==> src/rtl/l2_cache_control_pkg.sv <==
// Shared types for the L2 cache control slice.
//   l2_ctrl_state_t : control FSM state encoding, also driven out on the
//                     debug state port of l2_cache_control.
package lc3b_types;

  typedef enum logic [1:0] {
    L2_IDLE      = 2'd0,
    L2_WRITEBACK = 2'd1,
    L2_ALLOCATE  = 2'd2
  } l2_ctrl_state_t;

endpackage

==> src/rtl/l2_cache_control_sat_counter.sv <==
// Saturating up-counter used for the L2 performance counters.
// Ports:
//   clk, rst_n : clock, asynchronous active-low reset
//   inc        : add one this cycle (ignored once the count is all-ones)
//   clear      : synchronous clear, takes precedence over inc
//   count      : current value
module sat_counter #(
  parameter int WIDTH = 16
) (
  input  logic             clk,
  input  logic             rst_n,
  input  logic             inc,
  input  logic             clear,
  output logic [WIDTH-1:0] count
);

  always_ff @(posedge clk or negedge rst_n) begin
    if (!rst_n) begin
      count <= '0;
    end else if (clear) begin
      count <= '0;
    end else if (inc && (count != '1)) begin
      count <= count + 1'b1;
    end
  end

endmodule

==> src/rtl/l2_cache_control.sv <==
// Control FSM for the 4-way L2 cache datapath.
// Sequences lookup, dirty-victim writeback, line allocation and pseudo-LRU
// update between the L1 requester and physical memory, and keeps saturating
// hit/miss/writeback counters plus a sticky pmem watchdog.
// Ports:
//   clk, rst_n            : clock, asynchronous active-low reset
//   mem_read, mem_write   : L1 request, held until mem_resp (write has priority)
//   mem_resp              : one-cycle completion pulse to L1 (IDLE only)
//   hit, full, dirty      : datapath lookup status for the current index
//   write, valid_in, dirty_in, pseudoarray_load : datapath array controls
//   pmem_addressmuxsel    : 0 = request tag (fill), 1 = victim tag (writeback)
//   pmem_read, pmem_write : physical memory strobes, held until pmem_resp
//   pmem_resp             : physical memory completion pulse
//   count_clear           : synchronous clear of all counters
//   hit_count, miss_count, wb_count : saturating performance counters
//   err_timeout           : sticky watchdog error, cleared only by rst_n
//   state_dbg             : current FSM state
// Handshake: the L1 side holds mem_read/mem_write until a cycle where
// mem_resp is high; the memory side sees pmem_read/pmem_write held until a
// cycle where pmem_resp is high. Transfers complete in the cycle the
// response is high.
module l2_cache_control
  import lc3b_types::*;
#(
  parameter int CNT_WIDTH      = 16,
  parameter int TIMEOUT_CYCLES = 1024
) (
  input  logic                 clk,
  input  logic                 rst_n,
  input  logic                 mem_read,
  input  logic                 mem_write,
  output logic                 mem_resp,
  input  logic                 hit,
  input  logic                 full,
  input  logic                 dirty,
  output logic                 write,
  output logic                 valid_in,
  output logic                 dirty_in,
  output logic                 pseudoarray_load,
  output logic                 pmem_addressmuxsel,
  output logic                 pmem_read,
  output logic                 pmem_write,
  input  logic                 pmem_resp,
  input  logic                 count_clear,
  output logic [CNT_WIDTH-1:0] hit_count,
  output logic [CNT_WIDTH-1:0] miss_count,
  output logic [CNT_WIDTH-1:0] wb_count,
  output logic                 err_timeout,
  output l2_ctrl_state_t       state_dbg
);

  // One extra code point so the watchdog can park at TIMEOUT_CYCLES.
  localparam int WD_W = $clog2(TIMEOUT_CYCLES + 1);
  localparam logic [WD_W-1:0] WD_LAST = WD_W'(TIMEOUT_CYCLES - 1);
  localparam logic [WD_W-1:0] WD_MAX  = WD_W'(TIMEOUT_CYCLES);

  l2_ctrl_state_t  state;
  logic            refill;   // set on a miss: the next IDLE hit is the post-fill service
  logic [WD_W-1:0] wd_cnt;
  logic            err_q;

  logic req;
  logic hit_inc, miss_inc, wb_inc;

  assign req = mem_read | mem_write;

  assign hit_inc  = (state == L2_IDLE) && req && hit && !refill;
  assign miss_inc = (state == L2_IDLE) && req && !hit;
  assign wb_inc   = (state == L2_WRITEBACK) && pmem_resp;

  always_ff @(posedge clk or negedge rst_n) begin
    if (!rst_n) begin
      state  <= L2_IDLE;
      refill <= 1'b0;
      wd_cnt <= '0;
      err_q  <= 1'b0;
    end else begin
      case (state)
        L2_IDLE: begin
          wd_cnt <= '0;
          if (req) begin
            if (hit) begin
              refill <= 1'b0;
            end else begin
              refill <= 1'b1;
              state  <= (full && dirty) ? L2_WRITEBACK : L2_ALLOCATE;
            end
          end else begin
            // Requester gave up mid-miss; forget the pending service hit.
            refill <= 1'b0;
          end
        end
        L2_WRITEBACK, L2_ALLOCATE: begin
          if (pmem_resp) begin
            wd_cnt <= '0;
            state  <= (state == L2_WRITEBACK) ? L2_ALLOCATE : L2_IDLE;
          end else begin
            if (wd_cnt == WD_LAST) err_q <= 1'b1;
            if (wd_cnt != WD_MAX)  wd_cnt <= wd_cnt + 1'b1;
          end
        end
        default: state <= L2_IDLE;
      endcase
    end
  end

  // Outputs decode from state; the hit path also depends on the live
  // request so a hit is served in the same cycle it is presented.
  always_comb begin
    mem_resp           = 1'b0;
    write              = 1'b0;
    valid_in           = 1'b0;
    dirty_in           = 1'b0;
    pseudoarray_load   = 1'b0;
    pmem_addressmuxsel = 1'b0;
    pmem_read          = 1'b0;
    pmem_write         = 1'b0;
    case (state)
      L2_IDLE: begin
        if (req && hit) begin
          mem_resp         = 1'b1;
          pseudoarray_load = 1'b1;
          if (mem_write) begin
            write    = 1'b1;
            valid_in = 1'b1;
            dirty_in = 1'b1;
          end
        end
      end
      L2_WRITEBACK: begin
        pmem_write         = 1'b1;
        pmem_addressmuxsel = 1'b1;
      end
      L2_ALLOCATE: begin
        pmem_read = 1'b1;
        if (pmem_resp) begin
          // Fill lands clean in the LRU way.
          write    = 1'b1;
          valid_in = 1'b1;
        end
      end
      default: ;
    endcase
  end

  assign err_timeout = err_q;
  assign state_dbg   = state;

  sat_counter #(.WIDTH(CNT_WIDTH)) u_hit_cnt (
    .clk   (clk),
    .rst_n (rst_n),
    .inc   (hit_inc),
    .clear (count_clear),
    .count (hit_count)
  );

  sat_counter #(.WIDTH(CNT_WIDTH)) u_miss_cnt (
    .clk   (clk),
    .rst_n (rst_n),
    .inc   (miss_inc),
    .clear (count_clear),
    .count (miss_count)
  );

  sat_counter #(.WIDTH(CNT_WIDTH)) u_wb_cnt (
    .clk   (clk),
    .rst_n (rst_n),
    .inc   (wb_inc),
    .clear (count_clear),
    .count (wb_count)
  );

endmodule
==> config.mk <==
export PLATFORM = sky130hd
export DESIGN_NAME = l2_cache_control
export DESIGN_NICKNAME = d
export VERILOG_FILES = /design/src/rtl/l2_cache_control_pkg.sv /design/src/rtl/l2_cache_control_sat_counter.sv /design/src/rtl/l2_cache_control.sv
export SDC_FILE = /design/constraint.sdc
export NUM_CORES = 1
export LEC_CHECK = 0
export CORE_MARGIN = 5
export CORE_UTILIZATION = 30
export DETAILED_ROUTE_END_ITERATION = 7
export DONT_BUFFER_PORTS = 1
export PLACE_DENSITY = 0.4
export SLEW_MARGIN = 20
export SYNTH_ARGS = -nofsm -noshare
export SYNTH_HDL_FRONTEND = slang
export SYNTH_HIERARCHICAL = 1
export SYNTH_SLANG_ARGS = --single-unit
==> constraint.sdc <==
create_clock -name clk -period 3.55 [get_ports clk]
set_input_delay 0.8875 -clock clk [delete_from_list [all_inputs] [get_ports clk]]
set_output_delay 0.8875 -clock clk [all_outputs]
set_load 0.01 [all_outputs]
### Word level (Yosys, flattened, before mapping)

Index checks and enable logic that the tools add are counted.

* logic and storage cells: 71
* flip-flop bits (word level): 63

* reduce and logical (&&, ||, !) cells: 21
* equal/unequal tests: 11
* $add $sub $neg: 4
* mux-type cells: 26
* bitwise logic cells: 2

Operators with widths (count)
* $mux W16: 6
* $add A16 B1 Y16 const B: 3
* $ne A16 B16 Y1 const B: 3
* $mux W11: 2
* $pmux W11 S2: 1
* $add A11 B1 Y11 const B: 1
* $eq A11 B10 Y1 const B: 1
* $ne A11 B11 Y1 const B: 1
* $logic_and A1 B1 Y1: 10
* $mux W1: 10
* $mux W2: 5
* $reduce_bool A2 Y1: 4
* $ne A2 B2 Y1 const B: 3
* $reduce_and A3 Y1: 2
* $pmux W2 S2: 1
* $ne A3 B3 Y1 const B: 1
* $eq A2 B1 Y1 const B: 1
* $eq A2 B2 Y1 const B: 1
* $logic_not A1 Y1: 2
* $logic_not A2 Y1: 1
* $pmux W1 S2: 1
* $reduce_and A2 Y1: 1
* $reduce_or A2 Y1: 1
* $not A1 Y1: 1
* $or A1 B1 Y1: 1

### Logic depth before layout (Yosys ltp)

Gate-level depths: netlist of run 1.

* depth after elaboration: 7
* depth in mapped cells: 11

### By module

The synthesis of run 1 kept the hierarchy.

By module, submodules not included
* sat_counter: area an instance 942.2 um2, cells each 98, sequential area each 400.4 um2, instances 3
* l2_cache_control: area an instance 978.4 um2, cells each 105, sequential area each 375.4 um2, instances 1

### Least setup slack after synthesis of run 1

Ideal clock, no wire load.

* path kind: input-to-reg
* from: input hit
* to: register u_miss_cnt.count[3]
* data arrival time: 2471 ps
* cell stages on the path: 7
* buffers on the path: 1
* setup time: 78 ps
* required time: 3472 ps
* slack: 1001 ps
* cell sequence: o21bai_1 or2_2 inv_1 inv_1 clkbuf_1 or4_2 a21oi_1

* longest elaborated chain between the ends: 4

RTL lines
* from (decl): RTL line l2_cache_control.sv:33 `input logic hit,`
* $logic_not A1 Y1: RTL line l2_cache_control.sv:68 `assign miss_inc = (state == L2_IDLE) && req && !hit;`
* $logic_and A1 B1 Y1: RTL line l2_cache_control.sv:68
* via miss_inc: RTL line l2_cache_control.sv:63 `logic hit_inc, miss_inc, wb_inc;`
* $logic_and A1 B1 Y1: RTL line l2_cache_control_sat_counter.sv:22 `end else if (inc && (count != '1)) begin`
* $reduce_bool A2 Y1 (no line)
* to (signal assigned): RTL line l2_cache_control_sat_counter.sv:23 `count <= count + 1'b1;`
* to (decl): RTL line l2_cache_control_sat_counter.sv:14 `output logic [WIDTH-1:0] count`

The timed path passes the listed nets, and every way through them passes these cells.
A chain may end at the register's enable or synchronous reset.

### Final worst setup path of run 1

* from: register state[0] (netlist: state_dbg[0])
* to: register u_hit_cnt.count[3]

* longest elaborated chain between the ends: 6

RTL lines
* from (decl): RTL line l2_cache_control.sv:57 `l2_ctrl_state_t state;`
* from (signal assigned): RTL line l2_cache_control.sv:86 `state <= (full && dirty) ? L2_WRITEBACK : L2_ALLOCATE;`
* from (signal assigned): RTL line l2_cache_control.sv:96 `state <= (state == L2_WRITEBACK) ? L2_ALLOCATE : L2_IDLE;`
* $logic_not A2 Y1: RTL line l2_cache_control.sv:67 `assign hit_inc = (state == L2_IDLE) && req && hit && !refill;`
* $logic_and A1 B1 Y1 (3 in a row): RTL line l2_cache_control.sv:67
* via hit_inc: RTL line l2_cache_control.sv:63
* $logic_and A1 B1 Y1: RTL line l2_cache_control_sat_counter.sv:22
* $reduce_bool A2 Y1 (no line)
* to (signal assigned): RTL line l2_cache_control_sat_counter.sv:23
* to (decl): RTL line l2_cache_control_sat_counter.sv:14

The timed path passes the listed nets, and every way through them passes these cells.

==> flow_summary.yaml, run 1 <==
critical_path:
  startpoint_type: "flop"
  cp_max_fo: 22
  critPathRequiredTime_ns: 3.81
  criticalPathCategory: "flop to flop"
  end_kind: "flop"
  cp.arrival_ns: 3.08
cts:
  cts_buffer_depth: 2
  clkLatencyLatePin_ns: 0.33
  cts_tree: "built"
  cts_sinks: 63
  worst_setup_hold_path_clk_slew_ns: 0.05
  postCtsResizedCells: 0
  cts_made_buffers: 9
  postCtsSetupBuffers: 0
  root_buffer: "clkbuf_16"
  h-tree-depth: 3
  ctsHoldBuffers: 0
drt:
  drc: 0
  via_count: 3123
  drtAntennaViolNets: 0
  routed_wl_mm: 10.0
  dr.pass1.iters: 4
  wl_per_cell_um: 17.7
  drt-initial-drc-count: 255
  vias_per_cell: 5.53
sta:
  max_freq_mhz: 354
  period_share: 0.795
  relSlewSlack: 0.379
  fin_setup_tns_ns: 0
  rsz0062_at_grt: "no"
  hold_ws_ns: 0.252
  tightest_slew_ns: 0.924
  setup_violations: 0
  finalHoldViolCount: 0
  finalMaxSlewViolations: 0
  period_minus_slack_ns: 2.82
  clock_skew_ns: 0.00378
die:
  start_util: 0.304
  die-area_mm2: 0.0150
  die_h_um: 123
  rows: 41
  io_pins: 68
  coreArea_mm2: 0.0125
  die_w_um: 123
place:
  portBuffers: 0
  hpwl_mm: 6.64
  finalWeightedCongestion: 0.739
global_route:
  grt-ovfl-total: 0
  grt_max_degree: 64
  grt_util_all_layers: 0.142
  first_global_vias: 3145
  grt_pass1_wl_mm: 16.8
  antenna_found_initial: 0
power:
  vdd_drop_max_v: 0.000281
  p_leak_uw: 0.00168
  p_per_area_mw_per_mm2: 471
synth:
  synthMuxAreaShare: 0.0355
  synth_ff_type: "dfrtp_1"
  synth_edf_count: 0
  syn_nets: 417
  ys_types: 50
  synth_xor_area_frac: 0.00460
  synth_cells: 399
  yosys-top-cells-area: "dfrtp_1, a21oi_1, o31ai_1, mux2_1, nand4_1"
  synth_area_mm2: 0.00380
  ys_seq_area_frac: 0.414
  postSynth.asyncResetShare: 1.00
  yosys_register_bits: 63
  yosys.area_share.simple: 0.287
  synth_warnings: 6
  synth_top_family_by_area: "simple AND/OR/NAND/NOR gates"
  synth-compound-area-share: 0.181
  yosysTopAreaCellShare: 0.414
  synth_top_cell_by_area: "dfrtp_1"
  synth_adder_area_share: 0.0296
  synth.avg_cell_area_um2: 9.54
worst_hold_path:
  min_path_type: "primary input to asynchronous set/reset pin"
finish:
  fillers: 1319
  n_antenna_cell: 0
  final_nets: 407
  area_growth_pct: 9.40
  layout-drive-gt1-share: 0.112
status:
  status: "complete, no violations"
run:
  maxCapViolCount: 0
cells in the mapped netlist (3+ instances only):
| master | instances |
|---|---|
| ha_1 | 9 |
| and2_1 | 3 |
| nand4_2 | 3 |
| nor2_1 | 16 |
| buf_2 | 3 |
| nor4_4 | 3 |
| or4_1 | 15 |
| o31ai_1 | 23 |
| dfrtp_1 | 63 |
| o21ai_1 | 9 |
| nor4_1 | 14 |
| clkbuf_1 | 12 |
| or3_1 | 7 |
| nand3b_1 | 4 |
| inv_1 | 17 |
| nor3_1 | 5 |
| o211ai_2 | 3 |
| nand2_1 | 23 |
| and4_2 | 6 |
| nand4_1 | 20 |
| buf_6 | 3 |
| or4_2 | 6 |
| nor2b_1 | 14 |
| and3_1 | 7 |
| or3_2 | 4 |
| mux2_1 | 12 |
| a211oi_2 | 3 |
| o21ai_0 | 13 |
| a21oi_1 | 38 |
| buf_4 | 3 |
| nand3_1 | 12 |
metrics by stage:
step / total power [uW] / instance area (um^2) / worst slack (ns) / std cells / utilization
after global routing: 2090 / 4160 / 0.436 / 565 / 0.333
after global placement: 1180 / 3900 / 0.753 / 550 / 0.312
after CTS: 2000 / 4160 / 0.719 / 565 / 0.333
after detailed placement: 1180 / 3900 / 0.694 / 550 / 0.312
final: 1960 / 4160 / 0.727 / 565 / 0.333
after floorplan: 1100 / 3800 / 1.00 / 399 / -
sequential cells by signal, summed over array words and instances (netlist names):
register and cells:
u_miss_cnt/count 16, state_dbg 2, err_timeout 1, refill 1
wd_cnt 11, u_wb_cnt/count 16, u_hit_cnt/count 16
placed cells by master (no fill, tap or decap), types with 9 or more instances in the layout:
| master | instances |
|---|---|
| nand3_1 | 12 |
| nand2_1 | 23 |
| nor4_1 | 14 |
| o21ai_1 | 9 |
| nand4_1 | 20 |
| nor2b_1 | 14 |
| dfrtp_1 | 63 |
| clkbuf_16 | 9 |
| mux2_1 | 12 |
| a21oi_1 | 38 |
| nor2_1 | 16 |
| ha_1 | 9 |
| or4_1 | 15 |
| o21ai_0 | 13 |
| o31ai_1 | 23 |
| inv_1 | 17 |
power by group:
group	switching (uW)	leakage, uW	internal, uW
combinational	256	0.000674	107
clock	311	0.000127	488
sequential	50.8	0.000875	749
total	618	0.00168	1340
layout make-up:
| class | instances | area (um^2) | area share |
|---|---|---|---|
| clock buffer | 14 | 254 | 0.0610 |
| clock inverter | 1 | 5.00 | 0.00120 |
| inverter | 17 | 63.8 | 0.0153 |
| multi-input combinational | 298 | 2050 | 0.492 |
| sequential | 63 | 1580 | 0.379 |
| tap | 172 | 215 | 0.0517 |
cells by family (layout without fill, tap and decap cells):
logic type	count (synthesis)	in the layout
flops	63	63
compound gates	106	106
mux	12	12
xor+xnor	2	2
buf+inv	38	32
fa+ha+maj	9	9
simple gates	169	169
layer usage:
metal | global-route usage | up-vias | share of wire
met4 | 0.0595 | 0 | 0.016
li1 | - | 1509 | -
met1 | 0.189 | 1547 | 0.47
met2 | 0.221 | 57 | 0.46
met5 | 0 | - | 0
met3 | 0.0327 | 10 | 0.052
worst paths after layout:
check | from | end | slack [ns] | cells after the start
min | rst_n | u_hit_cnt/count[8] | 0.25 | 0
min reg2reg | wd_cnt[10] | wd_cnt[10] | 0.54 | 1
max | state_dbg[0] | u_hit_cnt/count[3] | 0.73 | 7
min in group clk | wd_cnt[10] | wd_cnt[10] | 0.54 | 1
max in group asynchronous | rst_n | wd_cnt[9] | 3.20 | 0
max reg2reg | state_dbg[0] | u_hit_cnt/count[3] | 0.73 | 7
critical path, stage by stage, from the launching register on:
cell and delay (ns):
dfrtp_1 0.48, inv_1 0.15, ha_1 0.39, o211a_1 0.34, and2_1 0.22, inv_1 0.29
or4_2 0.72, a21oi_1 0.15
No activity file was read; power rests on OpenSTA's default activity.
==> run 2: changes to the inputs <==
- clock period: 3.55 -> 2.81 ns (I/O delays scaled with it)
==> flow_summary.yaml, run 2 (synthesized netlist as in run 1, its figures left out) <==
cts:
  worst_setup_hold_path_clk_slew_ns: 0.05
  cts_sinks: 63
  ctsHoldBuffers: 0
  root_buffer: "clkbuf_16"
  clkLatencyLatePin_ns: 0.33
  cts_buffer_depth: 2
  postCtsSetupBuffers: 0
  postCtsResizedCells: 0
  h-tree-depth: 3
  cts_made_buffers: 9
  cts_tree: "built"
sta:
  finalMaxSlewViolations: 0
  max_freq_mhz: 414
  period_minus_slack_ns: 2.41
  relSlewSlack: 0.571
  tightest_slew_ns: 0.637
  setup_violations: 0
  finalHoldViolCount: 0
  clock_skew_ns: 0.00520
  fin_setup_tns_ns: 0
  period_share: 0.859
  setup_slack_ns: 0.397
  rsz0062_at_grt: "no"
critical_path:
  critPathRequiredTime_ns: 3.06
  criticalPathCategory: "flop to flop"
  cp_top_family: "simple AND/OR/NAND/NOR gates"
  crit_chain: "inv_1 > ha_1 > inv_1 > or2_2 > inv_1 > inv_1 > buf_4 > or4_1 > a21oi_1"
  end_kind: "flop"
  cp.arrival_ns: 2.66
  startpoint_type: "flop"
  timing.rr.start: "state_dbg[0]"
  r2r_cells: 9
  rr_endpoint: "u_miss_cnt/count[14]"
  crit_buf_inv: 5
  cpMostUsedCell: "inv_1"
  cpPeakStageDelay_ns: 0.50
  crit_slowest_cell: "or4_1"
  cp_max_fo: 15
  reg2reg_slack_ns: 0.40
die:
  start_util: 0.304
  io_pins: 68
  die-area_mm2: 0.0150
  die_w_um: 123
  rows: 41
  coreArea_mm2: 0.0125
  die_h_um: 123
run:
  maxCapViolCount: 0
drt:
  routed_wl_mm: 10.0
  drc: 0
  dr.pass1.iters: 4
  drt-initial-drc-count: 169
  vias_per_cell: 5.52
  drtAntennaViolNets: 0
  via_count: 3178
  wl_per_cell_um: 17.4
finish:
  multi_input_area_mm2: 0.00205
  layout-drive-gt1-share: 0.134
  fillers: 1320
  layout_common_cells: "dfrtp_1, a21oi_1, nand2_1, o31ai_1, nand4_1"
  area_growth_pct: 11.7
  final_nets: 417
  layout_commonest_cell: "dfrtp_1"
  n_antenna_cell: 0
  seqCellArea_mm2: 0.00158
  largestRegisters: "u_hit_cnt/count x16, u_miss_cnt/count x16, u_wb_cnt/count x16"
global_route:
  grt_max_degree: 64
  grt_pass1_wl_mm: 16.6
  grt_util_all_layers: 0.140
  grt-ovfl-total: 0
  antenna_found_initial: 0
  first_global_vias: 3072
power:
  vdd_drop_max_v: 0.000231
  p_leak_uw: 0.00173
  p_per_area_mw_per_mm2: 603
place:
  place_ws_ns: 0.207
  portBuffers: 0
  hpwl_mm: 6.76
  finalWeightedCongestion: 0.711
worst_hold_path:
  min_path_type: "primary input to asynchronous set/reset pin"
status:
  status: "complete, no violations"
## run 2: cell types whose count changed in the layout (fill, tap and decap cells not counted)
cell / change
clkinv_2: -1
clkbuf_1: +1
clkbuf_8: +1
buf_4: +10
## run 2: metrics by stage
step	hold WS, ns	cells	utilization	power, uW	instance area, um^2
after detailed placement	0.409	560	0.318	1540	3980
after global placement	0.409	560	0.318	1540	3980
after CTS	0.0535	576	0.340	2610	4250
after global routing	0.0500	576	0.340	2720	4250
after floorplan	0.407	399	-	1390	3800
final	0.0668	576	0.340	2560	4250
## run 2: final cells by class
class                   count  share of cell area
repair buffers             10              0.0177
multi-input cells         298               0.482
clock buffers              16              0.0639
flip-flops and latches     63               0.371
inverters                  17              0.0150
well taps                 172              0.0506
## run 2: power breakdown
part | total, uW | switching [uW] | leakage, uW | internal (uW)
registers | 988 | 41.7 | 0.000875 | 946
logic | 530 | 352 | 0.000726 | 178
clock network | 1040 | 397 | 0.000131 | 648
total | 2560 | 791 | 0.00173 | 1770
## run 2: worst reg2reg max path, delay by kind of cell, from the launching register on
family	cells	cell delay, ns
simple gates	2	0.82
compound gates	1	0.16
buf+inv	5	0.78
fa+ha+maj	1	0.21
flops	1	0.37
## run 2: worst max-delay path by stage
stage,cells after the start,to,start
2_1_floorplan,10,u_miss_cnt/count[3],state_dbg[0]
3_3_place_gp,7,u_miss_cnt/count[12],hit
3_5_place_dp,7,u_miss_cnt/count[10],hit
4_1_cts,9,u_miss_cnt/count[14],state_dbg[0]
5_1_grt,9,u_miss_cnt/count[12],state_dbg[0]
6_report,9,u_miss_cnt/count[14],state_dbg[0]
## run 2: routing by layer
layer  track usage  part of all wire  vias to the layer above
li1              -                 -                     1538
met1         0.181              0.47                     1566
met2         0.219              0.46                       59
met3        0.0387             0.055                       15
met4        0.0602             0.018                        0
met5             0                 0                        -
==> run 3: changes to the inputs <==
- CORE_UTILIZATION: 30 -> 35
- PLACE_DENSITY: 0.4 -> 0.45
==> flow_summary.yaml, run 3 (synthesized netlist as in run 1, its figures left out) <==
critical_path:
  crit_start: "state_dbg[0]"
  critPathRequiredTime_ns: 3.08
  cpMostUsedCell: "inv_1"
  cpPeakStageDelay_ns: 0.72
  criticalPathCategory: "flop to flop"
  rr_endpoint: "u_miss_cnt/count[3]"
  timing.rr.start: "state_dbg[0]"
  crit_slowest_cell: "or4_2"
  end_kind: "flop"
  r2r_cells: 8
  crit_buf_inv: 4
  cp.arrival_ns: 2.82
  cp_max_fo: 22
  crit_chain: "inv_1 > ha_1 > inv_1 > or2_2 > inv_1 > inv_1 > or4_2 > a21oi_1"
  crit_path_end: "u_miss_cnt/count[3]"
  critical_path_depth: 8
  cp_top_family: "simple AND/OR/NAND/NOR gates"
  reg2reg_slack_ns: 0.26
  startpoint_type: "flop"
place:
  portBuffers: 0
  hpwl_mm: 6.73
  finalWeightedCongestion: 0.728
sta:
  setup_violations: 0
  fin_setup_tns_ns: 0
  period_minus_slack_ns: 2.55
  relSlewSlack: 0.593
  max_freq_mhz: 393
  finalMaxSlewViolations: 0
  finalHoldViolCount: 0
  tightest_slew_ns: 0.603
  period_share: 0.906
  clock_skew_ns: 0.00824
  rsz0062_at_grt: "no"
die:
  io_pins: 68
  start_util: 0.354
  rows: 38
  die-area_mm2: 0.0131
  die_w_um: 114
  coreArea_mm2: 0.0107
  die_h_um: 114
cts:
  postCtsResizedCells: 0
  cts_tree: "built"
  cts_made_buffers: 9
  worst_setup_hold_path_clk_slew_ns: 0.07
  postCtsSetupBuffers: 0
  h-tree-depth: 3
  clkLatencyLatePin_ns: 0.35
  cts_buffer_depth: 2
  ctsHoldBuffers: 0
  cts_sinks: 63
  root_buffer: "clkbuf_8"
drt:
  drc: 0
  vias_per_cell: 5.89
  wl_per_cell_um: 18.3
  drt-initial-drc-count: 256
  via_count: 3188
  routed_wl_mm: 9.91
  drtAntennaViolNets: 0
  dr.pass1.iters: 4
run:
  maxCapViolCount: 0
finish:
  largestRegisters: "u_hit_cnt/count x16, u_miss_cnt/count x16, u_wb_cnt/count x16"
  multi_input_area_mm2: 0.00205
  layout_commonest_cell: "dfrtp_1"
  layout_common_cells: "dfrtp_1, a21oi_1, nand2_1, o31ai_1, nand4_1"
  n_antenna_cell: 0
  final_util: 0.381
  seqCellArea_mm2: 0.00158
  area_growth_pct: 7.63
  fillers: 1106
  final_nets: 416
  layout-drive-gt1-share: 0.135
power:
  p_sw_uw: 754
  p_comb_frac: 0.237
  swShare: 0.338
  p_clk_frac: 0.319
  p_leak_uw: 0.00168
  p_per_area_mw_per_mm2: 544
  pwr-share-seq: 0.443
  p_int_uw: 1480
  vdd_drop_max_v: 0.000338
global_route:
  grt_max_degree: 64
  first_global_vias: 3043
  grt_util_all_layers: 0.156
  grt_pass1_wl_mm: 16.3
  grt-ovfl-total: 0
  antenna_found_initial: 0
status:
  status: "complete, no violations"
worst_hold_path:
  min_path_type: "primary input to asynchronous set/reset pin"
-- run 3: layout make-up --
| type | count | share of cell area |
|---|---|---|
| inverters | 17 | 0.0156 |
| well taps | 140 | 0.0428 |
| clock inverters | 1 | 0.00122 |
| clock buffers | 13 | 0.0388 |
| flip-flops and latches | 63 | 0.385 |
| multi-input cells | 298 | 0.500 |
| repair buffers | 9 | 0.0165 |
-- run 3: how the worst min path moves through the flow --
stage               startpoint                 to  slack, ns  depth (start not counted)
detailed placement       rst_n  u_wb_cnt/count[8]       0.41                          0
floorplan                rst_n        err_timeout       0.41                          0
global route             rst_n  u_wb_cnt/count[9]       0.02                          0
CTS                      rst_n  u_wb_cnt/count[8]       0.02                          0
global placement         rst_n  u_wb_cnt/count[8]       0.41                          0
finish                   rst_n  u_wb_cnt/count[8]       0.04                          0
-- run 3: per-stage QoR --
stage | total power [uW] | hold slack, ns | cell area [um^2] | worst slack, ns | std cells
3_5_place_dp | 1540 | 0.409 | 3930 | 0.168 | 527
6_report | 2230 | 0.0418 | 4100 | 0.263 | 541
3_3_place_gp | 1530 | 0.409 | 3930 | 0.246 | 527
4_1_cts | 2260 | 0.0212 | 4100 | 0.246 | 541
5_1_grt | 2360 | 0.0172 | 4100 | 0.0630 | 541
2_1_floorplan | 1390 | 0.407 | 3800 | 0.407 | 399
-- run 3: power by group through the flow --
| stage | Combinational (uW) | Clock, uW | Sequential (uW) |
|---|---|---|---|
| CTS | 532 | 742 | 988 |
| floorplan | 383 | 0 | 1010 |
| global placement | 524 | 0 | 1000 |
| detailed placement | 530 | 0 | 1010 |
| finish | 529 | 712 | 988 |
| global route | 587 | 775 | 993 |
-- run 3: per-layer routing --
metal	share of wire	GRT usage	routed length [um]	vias up
li1	-	-	-	1525
met1	0.47	0.210	4690	1579
met2	0.45	0.235	4490	71
met3	0.060	0.0455	596	13
met4	0.013	0.0625	133	0
met5	0	0	0	-
